$ cat src/rtl/uart_pkg.sv
// Shared UART definitions: FSM state encoding, frame width and line idle level.
package uart_pkg;

    typedef enum logic [1:0] {
        IDLE,
        START,
        DATA,
        STOP
    } tx_state_t;

    localparam int   UART_DATA_BITS  = 8;
    localparam logic UART_IDLE_LEVEL = 1'b1;

endpackage

$ cat src/rtl/uart_tx_core_if.sv
// Write-side handshake between the peripheral register block and the TX core.
interface uart_tx_if;
    import uart_pkg::*;

    logic                      wr_uart;
    logic [UART_DATA_BITS-1:0] w_data;
    logic                      tx_full;
    logic                      tx_empty;
    logic                      tx_busy;

    // register block side
    modport master (
        output wr_uart, w_data,
        input  tx_full, tx_empty, tx_busy
    );

    // transmitter side
    modport slave (
        input  wr_uart, w_data,
        output tx_full, tx_empty, tx_busy
    );

endinterface

$ cat src/rtl/uart_fifo.sv
// Synchronous show-ahead FIFO with registered full/empty flags.
// The head entry is visible on r_data whenever empty is low.
module uart_fifo #(
    parameter int DW = 8,
    parameter int AW = 4
) (
    input  logic          clk,
    input  logic          rst,
    input  logic          wr,
    input  logic [DW-1:0] w_data,
    input  logic          rd,
    output logic [DW-1:0] r_data,
    output logic          full,
    output logic          empty
);
    localparam int DEPTH = 2 ** AW;
    localparam logic [AW:0] FULL_CNT = (AW + 1)'(DEPTH);

    logic [DW-1:0] mem [DEPTH];
    logic [AW-1:0] wr_ptr;
    logic [AW-1:0] rd_ptr;
    logic [AW:0]   count;
    logic [AW:0]   count_n;
    logic          wr_en;
    logic          rd_en;

    // A full FIFO drops writes even when a pop frees a slot on the same edge.
    assign wr_en  = wr && !full;
    assign rd_en  = rd && !empty;
    assign r_data = mem[rd_ptr];

    // Next occupancy; a simultaneous write and pop cancel out.
    always_comb begin
        count_n = count;
        case ({wr_en, rd_en})
            2'b10:   count_n = count + (AW + 1)'(1);
            2'b01:   count_n = count - (AW + 1)'(1);
            default: count_n = count;
        endcase
    end

    // Pointers, count and flags; flags are derived from the next count so they are flops.
    always_ff @(posedge clk or posedge rst) begin
        if (rst) begin
            wr_ptr <= '0;
            rd_ptr <= '0;
            count  <= '0;
            full   <= 1'b0;
            empty  <= 1'b1;
        end else begin
            if (wr_en) wr_ptr <= wr_ptr + AW'(1);
            if (rd_en) rd_ptr <= rd_ptr + AW'(1);
            count <= count_n;
            full  <= (count_n == FULL_CNT);
            empty <= (count_n == '0);
        end
    end

    // Storage needs no reset: resetting the pointers discards the contents.
    always_ff @(posedge clk) begin
        if (wr_en) mem[wr_ptr] <= w_data;
    end

endmodule

$ cat src/rtl/uart_tx_core.sv
// UART transmitter: buffers bytes in a FIFO and sends them as 8N1 frames.
// tx comes straight from a flop, so nothing on the inputs reaches the pin combinationally.
module uart_tx_core
    import uart_pkg::*;
#(
    parameter int CLKS_PER_BIT = 434,
    parameter int FIFO_AW      = 4
) (
    input  logic      clk,
    input  logic      rst,
    uart_tx_if.slave  bus,
    output logic      tx
);
    localparam int BW = $clog2(CLKS_PER_BIT);
    localparam int IW = $clog2(UART_DATA_BITS);
    localparam logic [BW-1:0] BAUD_LAST = BW'(CLKS_PER_BIT - 1);
    localparam logic [IW-1:0] BIT_LAST  = IW'(UART_DATA_BITS - 1);

    tx_state_t                 state, state_n;
    logic [BW-1:0]             baud, baud_n;
    logic [IW-1:0]             bit_idx, bit_idx_n;
    logic [UART_DATA_BITS-1:0] shift, shift_n;
    logic                      tx_n;
    logic                      pop;
    logic [UART_DATA_BITS-1:0] head;
    logic                      fifo_full;
    logic                      fifo_empty;
    logic                      bit_done;

    uart_fifo #(
        .DW (UART_DATA_BITS),
        .AW (FIFO_AW)
    ) u_fifo (
        .clk    (clk),
        .rst    (rst),
        .wr     (bus.wr_uart),
        .w_data (bus.w_data),
        .rd     (pop),
        .r_data (head),
        .full   (fifo_full),
        .empty  (fifo_empty)
    );

    assign bus.tx_full  = fifo_full;
    assign bus.tx_empty = fifo_empty;
    assign bus.tx_busy  = (state != IDLE);
    assign bit_done     = (baud == BAUD_LAST);

    // State, datapath and line registers; reset forces the line idle at once.
    always_ff @(posedge clk or posedge rst) begin
        if (rst) begin
            state   <= IDLE;
            baud    <= '0;
            bit_idx <= '0;
            shift   <= '0;
            tx      <= UART_IDLE_LEVEL;
        end else begin
            state   <= state_n;
            baud    <= baud_n;
            bit_idx <= bit_idx_n;
            shift   <= shift_n;
            tx      <= tx_n;
        end
    end

    // Frame sequencing: each state holds its line level for one bit time,
    // and STOP chains straight into the next START when data is waiting.
    always_comb begin
        state_n   = state;
        baud_n    = baud;
        bit_idx_n = bit_idx;
        shift_n   = shift;
        tx_n      = tx;
        pop       = 1'b0;
        case (state)
            IDLE: begin
                tx_n = UART_IDLE_LEVEL;
                if (!fifo_empty) begin
                    pop     = 1'b1;
                    shift_n = head;
                    tx_n    = 1'b0;
                    baud_n  = '0;
                    state_n = START;
                end
            end
            START: begin
                if (bit_done) begin
                    baud_n    = '0;
                    bit_idx_n = '0;
                    tx_n      = shift[0];
                    state_n   = DATA;
                end else begin
                    baud_n = baud + BW'(1);
                end
            end
            DATA: begin
                if (bit_done) begin
                    baud_n = '0;
                    if (bit_idx == BIT_LAST) begin
                        tx_n    = 1'b1;
                        state_n = STOP;
                    end else begin
                        shift_n   = shift >> 1;
                        tx_n      = shift[1];
                        bit_idx_n = bit_idx + IW'(1);
                    end
                end else begin
                    baud_n = baud + BW'(1);
                end
            end
            STOP: begin
                if (bit_done) begin
                    baud_n = '0;
                    if (!fifo_empty) begin
                        pop     = 1'b1;
                        shift_n = head;
                        tx_n    = 1'b0;
                        state_n = START;
                    end else begin
                        tx_n    = UART_IDLE_LEVEL;
                        state_n = IDLE;
                    end
                end else begin
                    baud_n = baud + BW'(1);
                end
            end
            default: begin
                tx_n    = UART_IDLE_LEVEL;
                state_n = IDLE;
            end
        endcase
    end

endmodule

$ cat src/flat_wrapper.sv
// flat-port wrapper written by rule: the top's interface ports become plain ports
module uart_tx_core_flat import uart_pkg::*;
#(
    parameter int CLKS_PER_BIT = 434,
    parameter int FIFO_AW      = 4
)
  (clk, rst, tx, bus_wr_uart, bus_w_data, bus_tx_full, bus_tx_empty, bus_tx_busy);
  uart_tx_if bus_i ();
  input  logic clk;
  input  logic rst;
  output logic tx;
  input wire logic [$bits(bus_i.wr_uart)-1:0] bus_wr_uart;
  input wire logic [$bits(bus_i.w_data)-1:0] bus_w_data;
  output wire logic [$bits(bus_i.tx_full)-1:0] bus_tx_full;
  output wire logic [$bits(bus_i.tx_empty)-1:0] bus_tx_empty;
  output wire logic [$bits(bus_i.tx_busy)-1:0] bus_tx_busy;
  assign bus_i.wr_uart = bus_wr_uart;
  assign bus_i.w_data = bus_w_data;
  assign bus_tx_full = bus_i.tx_full;
  assign bus_tx_empty = bus_i.tx_empty;
  assign bus_tx_busy = bus_i.tx_busy;
  uart_tx_core #(.CLKS_PER_BIT(CLKS_PER_BIT), .FIFO_AW(FIFO_AW)) u_core (.clk(clk), .rst(rst), .bus(bus_i), .tx(tx));
endmodule
$ cat config.mk
export PLATFORM = sky130hd
export DESIGN_NAME = uart_tx_core_flat
export DESIGN_NICKNAME = d
export VERILOG_FILES = /design/src/rtl/uart_pkg.sv /design/src/rtl/uart_tx_core_if.sv /design/src/rtl/uart_fifo.sv /design/src/rtl/uart_tx_core.sv /design/src/flat_wrapper.sv
export SDC_FILE = /design/constraint.sdc
export NUM_CORES = 1
export LEC_CHECK = 0
export CORE_MARGIN = 5
export CORE_UTILIZATION = 56
export CTS_CLUSTER_DIAMETER = 50
export CTS_CLUSTER_SIZE = 16
export DETAILED_ROUTE_END_ITERATION = 6
export GPL_TIMING_DRIVEN = 0
export PLACE_DENSITY = 0.88
export SLEW_MARGIN = 20
export SYNTH_ARGS = -nofsm -noshare
export SYNTH_HDL_FRONTEND = slang
export SYNTH_HIERARCHICAL = 1
export SYNTH_SLANG_ARGS = --single-unit
$ cat constraint.sdc
create_clock -name clk -period 3.57 [get_ports clk]
set_input_delay 0.714 -clock clk [delete_from_list [all_inputs] [get_ports clk]]
set_output_delay 0.714 -clock clk [all_outputs]
set_load 0.1 [all_outputs]
Word level (Yosys, flattened, before mapping)
Memory sizes are Yosys's and may differ from the RTL's.
Cells that the tools add are included.
{ "op_classes": {"n_addsub": 6, "eq_ne": 14, "muxes": 31, "reduce_logical": 14} }
{ "op_table": {"columns": ["op", "n"], "rows": [
  ["2-to-1 mux 8 bit", 4],
  ["case mux 8 bit (3 select lines)", 1],
  ["2-to-1 mux 9 bit", 2],
  ["case mux 9 bit (2 select lines)", 1],
  ["2-to-1 mux 1 bit", 10],
  ["2-to-1 mux 2 bit", 5],
  ["case mux 5 bit (2 select lines)", 1],
  ["adder 9 x 1 -> 9 bit (second input constant)", 1],
  ["== test 9 bit (second input constant)", 1],
  ["2-to-1 mux 3 bit", 3],
  ["adder 4 x 1 -> 4 bit (second input constant)", 2],
  ["!= test 2 x 1 -> 1 bit (second input constant)", 4],
  ["case mux 2 bit (4 select lines)", 1],
  ["AND reduction 4 bit", 2],
  ["== test 2 bit (second input constant)", 3],
  ["case mux 3 bit (2 select lines)", 1],
  ["adder 5 x 1 -> 5 bit (second input constant)", 1],
  ["== test 5 bit (second input constant)", 1],
  ["logical NOT 5 bit", 1],
  ["AND reduction 5 bit", 1],
  ["subtractor 5 x 1 -> 5 bit (second input constant)", 1],
  ["== test 2 x 1 -> 1 bit (second input constant)", 2],
  ["!= test 2 bit (second input constant)", 2],
  ["case mux 1 bit (4 select lines)", 1],
  ["10 further kinds", 13]
]} }
{ "word_totals": {"ff_bits": 38, "ramBits": 128, "inputBits": 11, "out_inout_bits": 4, "n_memories": 1} }
{ "memory_table": {"columns": ["memory", "words", "width", "rd", "rd_ports_with_merged_regs", "wr", "line_no", "text"], "rows": [
  ["u_core.u_fifo.mem", 16, 8, 1, 0, 1, "uart_fifo.sv:19", "logic [DW-1:0] mem [DEPTH];"]
]} }

Longest topological paths before layout
Gate-level depths: netlist of run 1.
{ "depth": {"word_depth": 7, "ltp_mapped": 17} }

Hierarchy
Netlist of run 1, hierarchy kept.
{ "by_module_without_submodules": {"columns": ["module", "n_inst", "cells_each", "area_per_inst_um2", "seq_area_each_um2"], "rows": [
  ["uart_fifo", 1, 286, 5815.6, 4220.3],
  ["uart_tx_core", 1, 126, 1341.3, 576.8]
]} }

Least setup slack after synthesis of run 1
Ideal clock, no wire load.
{ "synth_path": {"path_type": "register to register", "start": "reg u_core.baud[2]", "end": "reg u_core.u_fifo.full", "arrival_ns": 3.445, "t_required_ns": 3.475, "path_slack_ns": 0.030, "stages_incl_launch_ff": 16, "n_path_buf": 1, "synth_period_minus_slack_ns": 3.540, "path_cell_list": "dfrtp_1 > or4b_4 > nor2_4 > a21oi_1 > nor3_1 > nand2b_4 > buf_6 > inv_2 > nand2_1 > xnor2_1 > ha_1 > a21oi_1 > or3_4 > a2111o_1 > a31o_1 > nor4b_2"} }
{ "synth_via": {"elab_chain_len": 7, "word_cells_on_any_way": 8} }
{ "synth_lines": {"columns": ["item", "line_no", "text"], "rows": [
  ["from (decl)", "uart_tx_core.sv:20", "logic [BW-1:0] baud, baud_n;"],
  ["from (signal assigned)", "uart_tx_core.sv:59", "baud <= baud_n;"],
  ["== test 9 bit (*)", "uart_tx_core.sv:47", "assign bit_done = (baud == BAUD_LAST);"],
  ["2-to-1 mux 1 bit (*)", "uart_tx_core.sv:112", "if (bit_done) begin"],
  ["case mux 1 bit (2 select lines) (*)", "uart_tx_core.sv:75", "case (state)"],
  ["via u_core.pop", "uart_tx_core.sv:24", "logic pop;"],
  ["logical AND 1 bit (*)", "uart_fifo.sv:29", "assign rd_en = rd && !empty;"],
  ["== test 2 x 1 -> 1 bit or == test 2 bit (tied branches)", "uart_fifo.sv:35", "case ({wr_en, rd_en})"],
  ["case mux 5 bit (2 select lines) (*)", "uart_fifo.sv:35", null],
  ["== test 5 bit (*)", "uart_fifo.sv:54", "full <= (count_n == FULL_CNT);"],
  ["to (signal assigned)", "uart_fifo.sv:54", null],
  ["to (decl)", "uart_fifo.sv:13", "output logic full,"]
]} }
Mark *: on every way through the listed nets, which the timed path passes. The rest lies on a longest branch.
A chain may end at the register's enable or synchronous reset.

Final worst setup path of run 1
{ "layout_path": {"start": "reg u_core.baud[3]", "end": "reg u_core.u_fifo.full"} }
Same word-level chain as after synthesis.

==> flow_metrics.py, run 1 <==
metrics = {
    "outcome": {
        "status": "finished, final reports clean",
    },
    "job": {
        "drv_cap": 0,
    },
    "grt": {
        "grt-ovfl-total": 0,
        "antenna_found_initial": 0,
        "grt_pass1_wl_um": 22800,
        "grt_use_total": 0.211,
        "grt_max_degree": 24,
        "first_global_vias": 3981,
    },
    "power": {
        "leakage_nw": 2.90,
        "comb_power_share": 0.366,
        "power.switching_mw": 2.40,
        "p_clk_frac": 0.269,
        "finalPower_mw": 7.20,
        "p_per_area_mw_per_mm2": 871,
        "pwr-share-seq": 0.365,
        "p_int_mw": 4.80,
        "ir_worst_vdd_mv": 0.451,
        "swShare": 0.333,
    },
    "cts": {
        "cts_tree": "built",
        "cts_sinks": 166,
        "clockRootBuffer": "clkbuf_16",
        "cts_buffers": 17,
        "insertion_delay_ns": 0.43,
        "cts.path.max_buffers": 2,
        "path_clk_slew_ns": 0.07,
        "cts_hold_buf": 0,
        "h-tree-depth": 4,
    },
    "min_path": {
        "hold_start": "u_core/shift[7]",
        "hold_path_class": "reg -> reg",
        "worstHoldEndpoint": "u_core/shift[7]",
        "hold-path-cell-count": 1,
    },
    "logic_synthesis": {
        "synth_edf_count": 128,
        "synthesis.area_mm2": 0.00716,
        "yosysTopAreaCell": "edfxtp_1",
        "yosysSeqAreaShare": 0.670,
        "synthesis.nets": 440,
        "ys_top_cells_by_area": "edfxtp_1, dfrtp_1, mux4_2",
        "synth_ff_type": "edfxtp_1",
        "synth_top_area_frac": 0.537,
        "ys_types": 56,
        "synthCells": 412,
        "syn_area_per_cell_um2": 17.4,
        "synth-seq-cells": 166,
        "yosysWarnings": 6,
        "synthTopCellsByCount": "edfxtp_1, mux4_2, dfrtp_1, nand2_1, ha_1",
        "ys_async_sr_fraction": 0.229,
        "synth.most_common_cell": "edfxtp_1",
    },
    "critical_path": {
        "r2r_start": "u_core/baud[3]",
        "r2r_cells": 14,
        "worstSetupStartpoint": "u_core/baud[3]",
        "cp_max_fo": 5,
        "start_kind": "flop",
        "path_class": "reg -> reg",
        "worstSetupEndpointType": "flop",
        "worstPathRequired_ns": 3.90,
        "reg2reg_to": "u_core/u_fifo/full",
        "r2r_slack_ns": 0.06,
        "worstPathArrival_ns": 3.84,
    },
    "timing": {
        "slew_viol_final": 0,
        "timing.final.ws_setup_ns": 0.0629,
        "slew_headroom": 0.357,
        "skew_ns": 0.00745,
        "fin_crit_sh": 0.982,
        "fmax_mhz": 285,
        "hold_viol": 0,
        "layout_min_cycle_time_ns": 3.51,
        "worst_slew_pin_slew_ns": 0.962,
        "report.final.setup_viol": 0,
    },
    "detailed_routing": {
        "via_per_inst": 6.19,
        "first_iter_violations": 429,
        "vias": 3970,
        "routedWlPerCell_um": 23.4,
        "drt-pass1-iter-count": 5,
        "route.detailed.drc": 0,
        "ant_nets": 0,
        "route.final.wire_length_um": 15000,
    },
    "placed_design": {
        "gp_congestion": 0.832,
        "placed_cell_area_mm2": 0.00751,
        "hpwl_um": 8920,
        "dp_slack_ns": -0.325,
        "portBuffers": 14,
    },
    "floorplan": {
        "die_x_um": 123,
        "rows": 41,
        "die_area_mm2": 0.0151,
        "chipHeight_um": 123,
        "ioPinCount": 15,
        "core_mm2": 0.0126,
        "start_util": 0.569,
    },
    "finish": {
        "drive_gt1_frac": 0.269,
        "areaGrowthSynthToFinish_pct": 15.4,
        "n_antenna_cell": 0,
        "design_area_mm2": 0.00826,
        "nets": 484,
    },
}
## power groups by stage
stage	registers (mW)	clock network [mW]	logic (mW)
floorplan	2.69	0	1.79
global placement	2.62	0	2.35
detailed placement	2.64	0	2.44
CTS	2.61	1.97	2.52
global route	2.65	2.07	2.81
finish	2.63	1.94	2.63
## metrics by stage
stage,cells,TNS (ns),hold WS [ns],utilization
floorplan,412,0,0.446,-
global placement,598,-0.432,0.463,0.598
detailed placement,598,-0.628,0.471,0.598
CTS,633,0,0.503,0.651
global route,641,-0.119,0.509,0.657
finish,641,0,0.499,0.657
## placed cells by master, fill, tap and decap left out, types with 9 or more instances in the layout
master / Yosys / final
and2_1: 16 / 16
buf_4: 1 / 13
clkbuf_1: 9 / 9
clkbuf_16: 0 / 17
clkdlybuf4s50_1: 0 / 14
dfrtp_1: 36 / 36
edfxtp_1: 128 / 128
ha_1: 17 / 15
inv_1: 12 / 12
mux2_2: 15 / 15
mux4_2: 40 / 40
nand2_1: 20 / 19
o21ai_0: 11 / 11
## flip-flops by register name (all words and copies together) (netlist names)
| register | cells |
|---|---|
| u_core/u_fifo/rd_ptr | 4 |
| u_core/u_fifo/count | 5 |
| u_core/u_fifo/empty | 1 |
| u_core/shift | 8 |
| u_core/u_fifo/mem | 128 |
| u_core/state | 2 |
| u_core/u_fifo/wr_ptr | 4 |
| u_core/u_fifo/full | 1 |
| u_core/bit_idx | 3 |
| u_core/tx | 1 |
| u_core/baud | 9 |
## kinds of logic (layout without fill, tap and decap cells)
| family | after synthesis | count (layout) | share of synthesized area |
|---|---|---|---|
| xor+xnor | 12 | 12 | 0.0147 |
| simple gates | 84 | 84 | 0.0684 |
| flops | 166 | 166 | 0.670 |
| mux | 55 | 55 | 0.149 |
| buf+inv | 31 | 88 | 0.0185 |
| fa+ha+maj | 17 | 17 | 0.0297 |
| compound gates | 47 | 47 | 0.0489 |
## how the worst max path moves through the flow
stage | to | cells past startpoint
4_1_cts | u_core/u_fifo/full | 14
2_1_floorplan | u_core/u_fifo/full | 15
5_1_grt | u_core/u_fifo/full | 17
6_report | u_core/u_fifo/full | 14
3_5_place_dp | u_core/u_fifo/empty | 15
3_3_place_gp | u_core/u_fifo/full | 15
## what timing repair did
item	in CTS	in global routing
setup endpoints to repair	4	2
setup buffers	5	7
resized for setup	7	3
pin swaps	6	7
gates cloned	0	1
## routing by layer
layer  wire length [µm]  GRT usage  part of all wire  vias to the layer above
met4                310     0.0651             0.021                        0
met1               5690      0.271              0.38                     2020
met5                  0          0                 0                        -
li1                   -          -                 -                     1724
met2               7890      0.357              0.53                      202
met3               1100     0.0558             0.073                       24
## worst max-delay path, cell delays in order (launching register included)
cell and delay [ns]:
dfrtp_1 0.40, or4b_4 0.56, nor2_4 0.10, a21oi_1 0.09, nor3_2 0.23, nand2b_4 0.14
inv_8 0.09, nand2_2 0.08, xnor2_2 0.14, ha_2 0.22, a21oi_1 0.07, or3_4 0.36
a2111o_1 0.41, a31o_1 0.28, nor4b_2 0.23
## area by class of cell
cell class	count	area (µm²)
Tap cell	172	215
Clock buffer	18	429
Multi-Input combinational cell	215	2260
Timing Repair Buffer	26	230
Sequential cell	166	4800
Timing Repair inverter	1	6.26
Buffer	15	65.1
Fill cell	793	4310
Inverter	14	60.1
Clock inverter	14	196
(Power assumes the default switching activity.)
==> run 2: changes to the inputs <==
--- a/config.mk
+++ b/config.mk
@@ -12,7 +12,7 @@
 export DETAILED_ROUTE_END_ITERATION = 6
 export GPL_TIMING_DRIVEN = 0
 export PLACE_DENSITY = 0.88
-export SLEW_MARGIN = 20
+export REMOVE_ABC_BUFFERS = 1
 export SYNTH_ARGS = -nofsm -noshare
 export SYNTH_HDL_FRONTEND = slang
 export SYNTH_HIERARCHICAL = 1
==> run 2 against run 1 <==
The run now ends with negative setup slack left. Sequential share of layout area grew 0.78 points. Count of clock-buffer cells in the layout grew 1. Routed wire length shrank 5.6%. Worst setup slack lost 0.15 ns. Critical endpoint unchanged. Total power shrank 3.3%. Combinational power shrank 9.5%. Via count shrank 1.3%. Register-to-register slack lost 0.15 ns. Clock skew shrank 0.0022 ns. Core utilization shrank 0.82 points.
==> flow_metrics.py, run 2 (synthesis gave the netlist of run 1 again) <==
metrics = {
    "detailed_routing": {
        "route.detailed.drc": 0,
        "ant_nets": 0,
        "routedWlPerCell_um": 22.6,
        "route.final.wire_length_um": 14200,
        "first_iter_violations": 384,
        "via_per_inst": 6.27,
        "vias": 3917,
        "drt-pass1-iter-count": 5,
    },
    "timing": {
        "report.final.setup_viol": 1,
        "slew_headroom": 0.351,
        "layout_min_cycle_time_ns": 3.66,
        "worst_slew_pin_slew_ns": 0.971,
        "skew_ns": 0.00525,
        "fin_crit_sh": 1.02,
        "slew_viol_final": 0,
        "timing.final.ws_setup_ns": -0.0852,
        "fmax_mhz": 274,
        "tns_ns": -0.0852,
        "hold_viol": 0,
    },
    "cts": {
        "cts_tree": "built",
        "insertion_delay_ns": 0.42,
        "cts_buffers": 17,
        "clockRootBuffer": "clkbuf_16",
        "h-tree-depth": 4,
        "cts.path.max_buffers": 2,
        "cts_sinks": 166,
        "path_clk_slew_ns": 0.06,
        "cts_hold_buf": 0,
    },
    "finish": {
        "regMostFlops": "u_core/u_fifo/mem",
        "design_area_mm2": 0.00816,
        "instances_no_fill": 625,
        "final_common_cell": "edfxtp_1",
        "areaGrowthSynthToFinish_pct": 14.0,
        "n_antenna_cell": 0,
        "nets": 468,
        "reg.largest.list": "u_core/u_fifo/mem x128, u_core/baud x9, u_core/shift x8",
        "final_cell_mix": "edfxtp_1, mux4_2, dfrtp_1",
        "drive_gt1_frac": 0.269,
        "largest_register_ffs": 128,
    },
    "floorplan": {
        "rows": 41,
        "die_x_um": 123,
        "chipHeight_um": 123,
        "die_area_mm2": 0.0151,
        "core_mm2": 0.0126,
        "start_util": 0.569,
        "ioPinCount": 15,
    },
    "grt": {
        "grt_pass1_wl_um": 21700,
        "grtUsageMet3": 0.0480,
        "met2_usage": 0.332,
        "grt_use_total": 0.198,
        "busiest_layer": "met2",
        "antenna_found_initial": 0,
        "first_global_vias": 3976,
        "grt_max_degree": 36,
        "met1_usage": 0.253,
        "grt-ovfl-total": 0,
    },
    "min_path": {
        "hold_path_class": "reg -> reg",
        "hold-path-cell-count": 1,
    },
    "placed_design": {
        "placed_cell_area_mm2": 0.00745,
        "place_inst": 582,
        "portBuffers": 14,
        "gp_congestion": 0.816,
        "hpwl_um": 8480,
        "dp_slack_ns": -0.618,
    },
    "job": {
        "drv_cap": 0,
    },
    "critical_path": {
        "worstSetupStartpoint": "u_core/baud[3]",
        "worstPathRequired_ns": 3.86,
        "r2r_slack_ns": -0.09,
        "crit_end": "u_core/u_fifo/full",
        "worstPathArrival_ns": 3.95,
        "reg2reg_to": "u_core/u_fifo/full",
        "start_kind": "flop",
        "r2r_cells": 14,
        "cp_max_fo": 6,
        "worstSetupEndpointType": "flop",
        "path_class": "reg -> reg",
        "r2r_start": "u_core/baud[3]",
    },
    "outcome": {
        "status": "complete, but fails checks",
        "violations": "negative setup slack",
    },
    "power": {
        "leakage_nw": 2.83,
        "ir_worst_vdd_mv": 0.584,
        "p_per_area_mw_per_mm2": 853,
    },
}
==> run 2: cell types whose count changed in the layout (fill, tap and decap cells not counted), sizes merged <==
cell / delta
inv: -1
buf: -7
clkinvlp: +1
clkbuf: -7
bufinv: -2
==> run 2: critical path, stage by stage, from the launching register on <==
cell and delay, ns:
dfrtp_1 0.42, or4b_4 0.57, nor2_4 0.15, a21oi_2 0.08, nor3_2 0.19, nand2b_4 0.12
inv_6 0.09, nand2_2 0.08, xnor2_2 0.16, ha_2 0.20, a21oi_2 0.05, or3_4 0.40
a2111o_1 0.38, a31o_1 0.24, nor4b_2 0.39
==> run 2: report_power, final <==
group	internal (mW)	switching (mW)
combinational	1.17	1.21
clock	1.04	0.734
sequential	2.43	0.378
total	4.64	2.32
==> run 2: cell type report <==
cell class	count	area, µm²
sequential	166	4800
fill	803	4410
multi-input combinational	215	2260
clock buffer	19	433
timing repair buffer	26	243
tap	172	215
clock inverter	13	146
inverter	14	57.6
==> run 2: per-layer routing <==
layer | wire [µm] | vias up | part of all wire
met3 | 802 | 36 | 0.057
met5 | 0 | - | 0
li1 | - | 1690 | -
met2 | 7500 | 161 | 0.53
met4 | 424 | 0 | 0.030
met1 | 5430 | 2030 | 0.38
==> run 2: worst min path at each step <==
stage	startpoint	end	slack, ns
after floorplan	u_core/u_fifo/count[4]	u_core/u_fifo/count[4]	0.45
after global placement	u_core/u_fifo/count[4]	u_core/u_fifo/count[4]	0.46
after detailed placement	u_core/u_fifo/count[4]	u_core/u_fifo/count[4]	0.47
after CTS	u_core/u_fifo/count[4]	u_core/u_fifo/count[4]	0.48
after global routing	u_core/tx	u_core/tx	0.51
final	u_core/shift[7]	u_core/shift[7]	0.50
==> run 2: stage by stage <==
| stage | power (mW) | util | hold WS, ns |
|---|---|---|---|
| finish | 6.96 | 0.649 | 0.502 |
| global placement | 4.87 | 0.591 | 0.462 |
| detailed placement | 5.03 | 0.593 | 0.467 |
| floorplan | 4.44 | - | 0.446 |
| CTS | 6.86 | 0.641 | 0.480 |
| global route | 7.29 | 0.649 | 0.511 |
==> run 2: timing repair <==
action,in CTS,in global routing
resized for setup,4,8
buffers inserted,2,9
setup endpoints to repair,2,2
pin swaps,2,9
==> run 3: changes to the inputs <==
--- a/config.mk
+++ b/config.mk
@@ -6,12 +6,13 @@
 export NUM_CORES = 1
 export LEC_CHECK = 0
 export CORE_MARGIN = 5
-export CORE_UTILIZATION = 56
+export CORE_UTILIZATION = 62
 export CTS_CLUSTER_DIAMETER = 50
 export CTS_CLUSTER_SIZE = 16
 export DETAILED_ROUTE_END_ITERATION = 6
+export GPL_ROUTABILITY_DRIVEN = 0
 export GPL_TIMING_DRIVEN = 0
-export PLACE_DENSITY = 0.88
+export PLACE_DENSITY = 0.92
 export REMOVE_ABC_BUFFERS = 1
 export SYNTH_ARGS = -nofsm -noshare
 export SYNTH_HDL_FRONTEND = slang
==> constraint.sdc (replaced) <==
create_clock -name clk -period 3.6 [get_ports clk]
set_input_delay 0.72 -clock clk [delete_from_list [all_inputs] [get_ports clk]]
set_output_delay 0.72 -clock clk [all_outputs]
set_load 0.1 [all_outputs]
==> run 3 against run 2 <==
The run now ends clean. Clock power barely moved. Global-route usage rose by 2.7 points. Core utilization rose by 6.4 points. Routed wire length rose by 4.5%. Cell count fell by 4.8%. Sequential power barely moved. Worst setup slack improved by 0.20 ns. First-iteration DRC count rose by 17%. Die area fell by 8.9%. Fmax rose by 4.9%. Largest power group unchanged.
==> flow_metrics.py, run 3 (synthesis gave the netlist of run 1 again) <==
metrics = {
    "finish": {
        "num-fill-cells": 640,
        "n_antenna_cell": 0,
        "drive_gt1_frac": 0.265,
        "fin_util": 0.713,
        "final_cell_mix": "edfxtp_1, mux4_2, dfrtp_1",
        "nets": 467,
        "largest_register_ffs": 128,
        "reg.largest.list": "u_core/u_fifo/mem x128, u_core/baud x9, u_core/shift x8",
        "areaGrowthSynthToFinish_pct": 13.2,
        "regMostFlops": "u_core/u_fifo/mem",
        "final_common_cell": "edfxtp_1",
    },
    "detailed_routing": {
        "via_per_inst": 6.70,
        "route.final.wire_length_um": 14800,
        "wl_met1_um": 5830,
        "route.detailed.drc": 0,
        "routedWlPerCell_um": 24.9,
        "met3WireLength_um": 809,
        "first_iter_violations": 449,
        "route.met2.wl_um": 7890,
        "drt-pass1-iter-count": 5,
        "routed.top_layer": "met4",
        "vias": 3989,
        "ant_nets": 0,
    },
    "cts": {
        "h-tree-depth": 4,
        "path_clk_slew_ns": 0.06,
        "cts_tree": "built",
        "clockRootBuffer": "clkbuf_16",
        "cts_hold_buf": 0,
        "cts_sinks": 166,
        "cts_buffers": 17,
        "insertion_delay_ns": 0.43,
        "cts.path.max_buffers": 2,
    },
    "power": {
        "ir_worst_vdd_mv": 0.600,
        "p_per_area_mw_per_mm2": 849,
        "finalPower_mw": 6.88,
        "leakage_nw": 2.82,
    },
    "timing": {
        "worst_slew_pin_slew_ns": 0.964,
        "report.final.setup_viol": 0,
        "layout_min_cycle_time_ns": 3.48,
        "fin_crit_sh": 0.968,
        "hold_viol": 0,
        "slew_headroom": 0.355,
        "skew_ns": 0.0163,
        "timing.final.ws_setup_ns": 0.116,
        "fmax_mhz": 287,
        "slew_viol_final": 0,
    },
    "floorplan": {
        "chipHeight_um": 117,
        "rows": 39,
        "ioPinCount": 15,
        "core_mm2": 0.0114,
        "die_x_um": 117,
        "die_area_mm2": 0.0138,
        "start_util": 0.629,
    },
    "placed_design": {
        "dp_slack_ns": -0.546,
        "portBuffers": 14,
        "hpwl_um": 8810,
    },
    "critical_path": {
        "crit_path_top_delay_cell": "or4b_4",
        "crit_family": "simple AND/OR/NAND/NOR gates",
        "cpMostUsedCell": "a21oi_1",
        "worstPathRequired_ns": 3.92,
        "worstSetupEndpointType": "flop",
        "start_kind": "flop",
        "path_class": "reg -> reg",
        "crit_chain": "or4b_4 > nor2_4 > a21oi_1 > nor3_2 > nand2b_4 > inv_6 > nand2_2 > xnor2_1 > ha_2 > a21oi_1 > or3_4 > a2111o_1 > a31o_1 > nor4b_2",
        "worst-path-buf-inv": 1,
        "cp_max_fo": 6,
        "cpPeakStageDelay_ns": 0.59,
        "worstPathArrival_ns": 3.80,
    },
    "grt": {
        "antenna_found_initial": 0,
        "grt-ovfl-total": 0,
        "grt_use_total": 0.225,
        "grt_max_degree": 36,
        "first_global_vias": 4075,
        "grt_pass1_wl_um": 23300,
    },
    "outcome": {
        "status": "finished, final reports clean",
    },
    "min_path": {
        "hold_path_class": "reg -> reg",
    },
    "job": {
        "drv_cap": 0,
    },
}
-- run 3: cell count changes in the layout (fill, tap and decap cells not counted), sizes merged --
| cell | previous run | this run |
|---|---|---|
| clkinvlp | 1 | 2 |
| clkinv | 5 | 4 |
| bufinv | 2 | 1 |
| clkbuf | 19 | 17 |
| inv | 19 | 22 |
| buf | 12 | 11 |
-- run 3: power breakdown --
part	switching (mW)	total [mW]	internal (mW)
Sequential	0.379	2.79	2.41
Combinational	1.21	2.36	1.15
Clock	0.767	1.74	0.968
-- run 3: repair_timing --
| action | CTS | global route |
|---|---|---|
| pin swaps | 2 | 6 |
| setup endpoints to repair | 3 | 2 |
| resized for setup | 5 | 4 |
| setup buffers | 3 | 7 |
-- run 3: stage by stage --
stage | setup TNS (ns) | instances | hold slack, ns | area (µm²)
after global placement | -1.12 | 552 | 0.461 | 7400
after floorplan | 0 | 395 | 0.446 | 7080
after global routing | -0.0374 | 595 | 0.524 | 8100
after CTS | 0 | 588 | 0.499 | 8020
after detailed placement | -1.48 | 553 | 0.485 | 7420
final | 0 | 595 | 0.492 | 8100
-- run 3: area by class of cell --
class | count | area [µm²] | share of cell area
Clock buffer | 17 | 425 | 0.0525
Multi-Input combinational cell | 215 | 2260 | 0.280
Clock inverter | 15 | 140 | 0.0173
Timing Repair Buffer | 25 | 235 | 0.0290
Sequential cell | 166 | 4800 | 0.592
Tap cell | 143 | 179 | 0.0221
Inverter | 14 | 57.6 | 0.00710
-- run 3: path summary, 6_finish.rpt --
check	cells past startpoint	slack [ns]	endpoint	startpoint
max in group asynchronous	2	2.24	u_core/state[0]	rst
hold / removal	1	0.49	u_core/shift[7]	u_core/shift[7]
min in group asynchronous	2	0.69	u_core/u_fifo/count[2]	rst
setup / recovery	14	0.12	u_core/u_fifo/full	u_core/baud[3]
hold reg to reg	1	0.49	u_core/shift[7]	u_core/shift[7]
setup reg to reg	14	0.12	u_core/u_fifo/full	u_core/baud[3]
-- run 3: layer usage --
layer  global-route usage  vias to the layer above
met4               0.0754                        0
met1                0.288                     2092
met2                0.376                      191
met5                    0                        -
met3               0.0587                       23
li1                     -                     1683
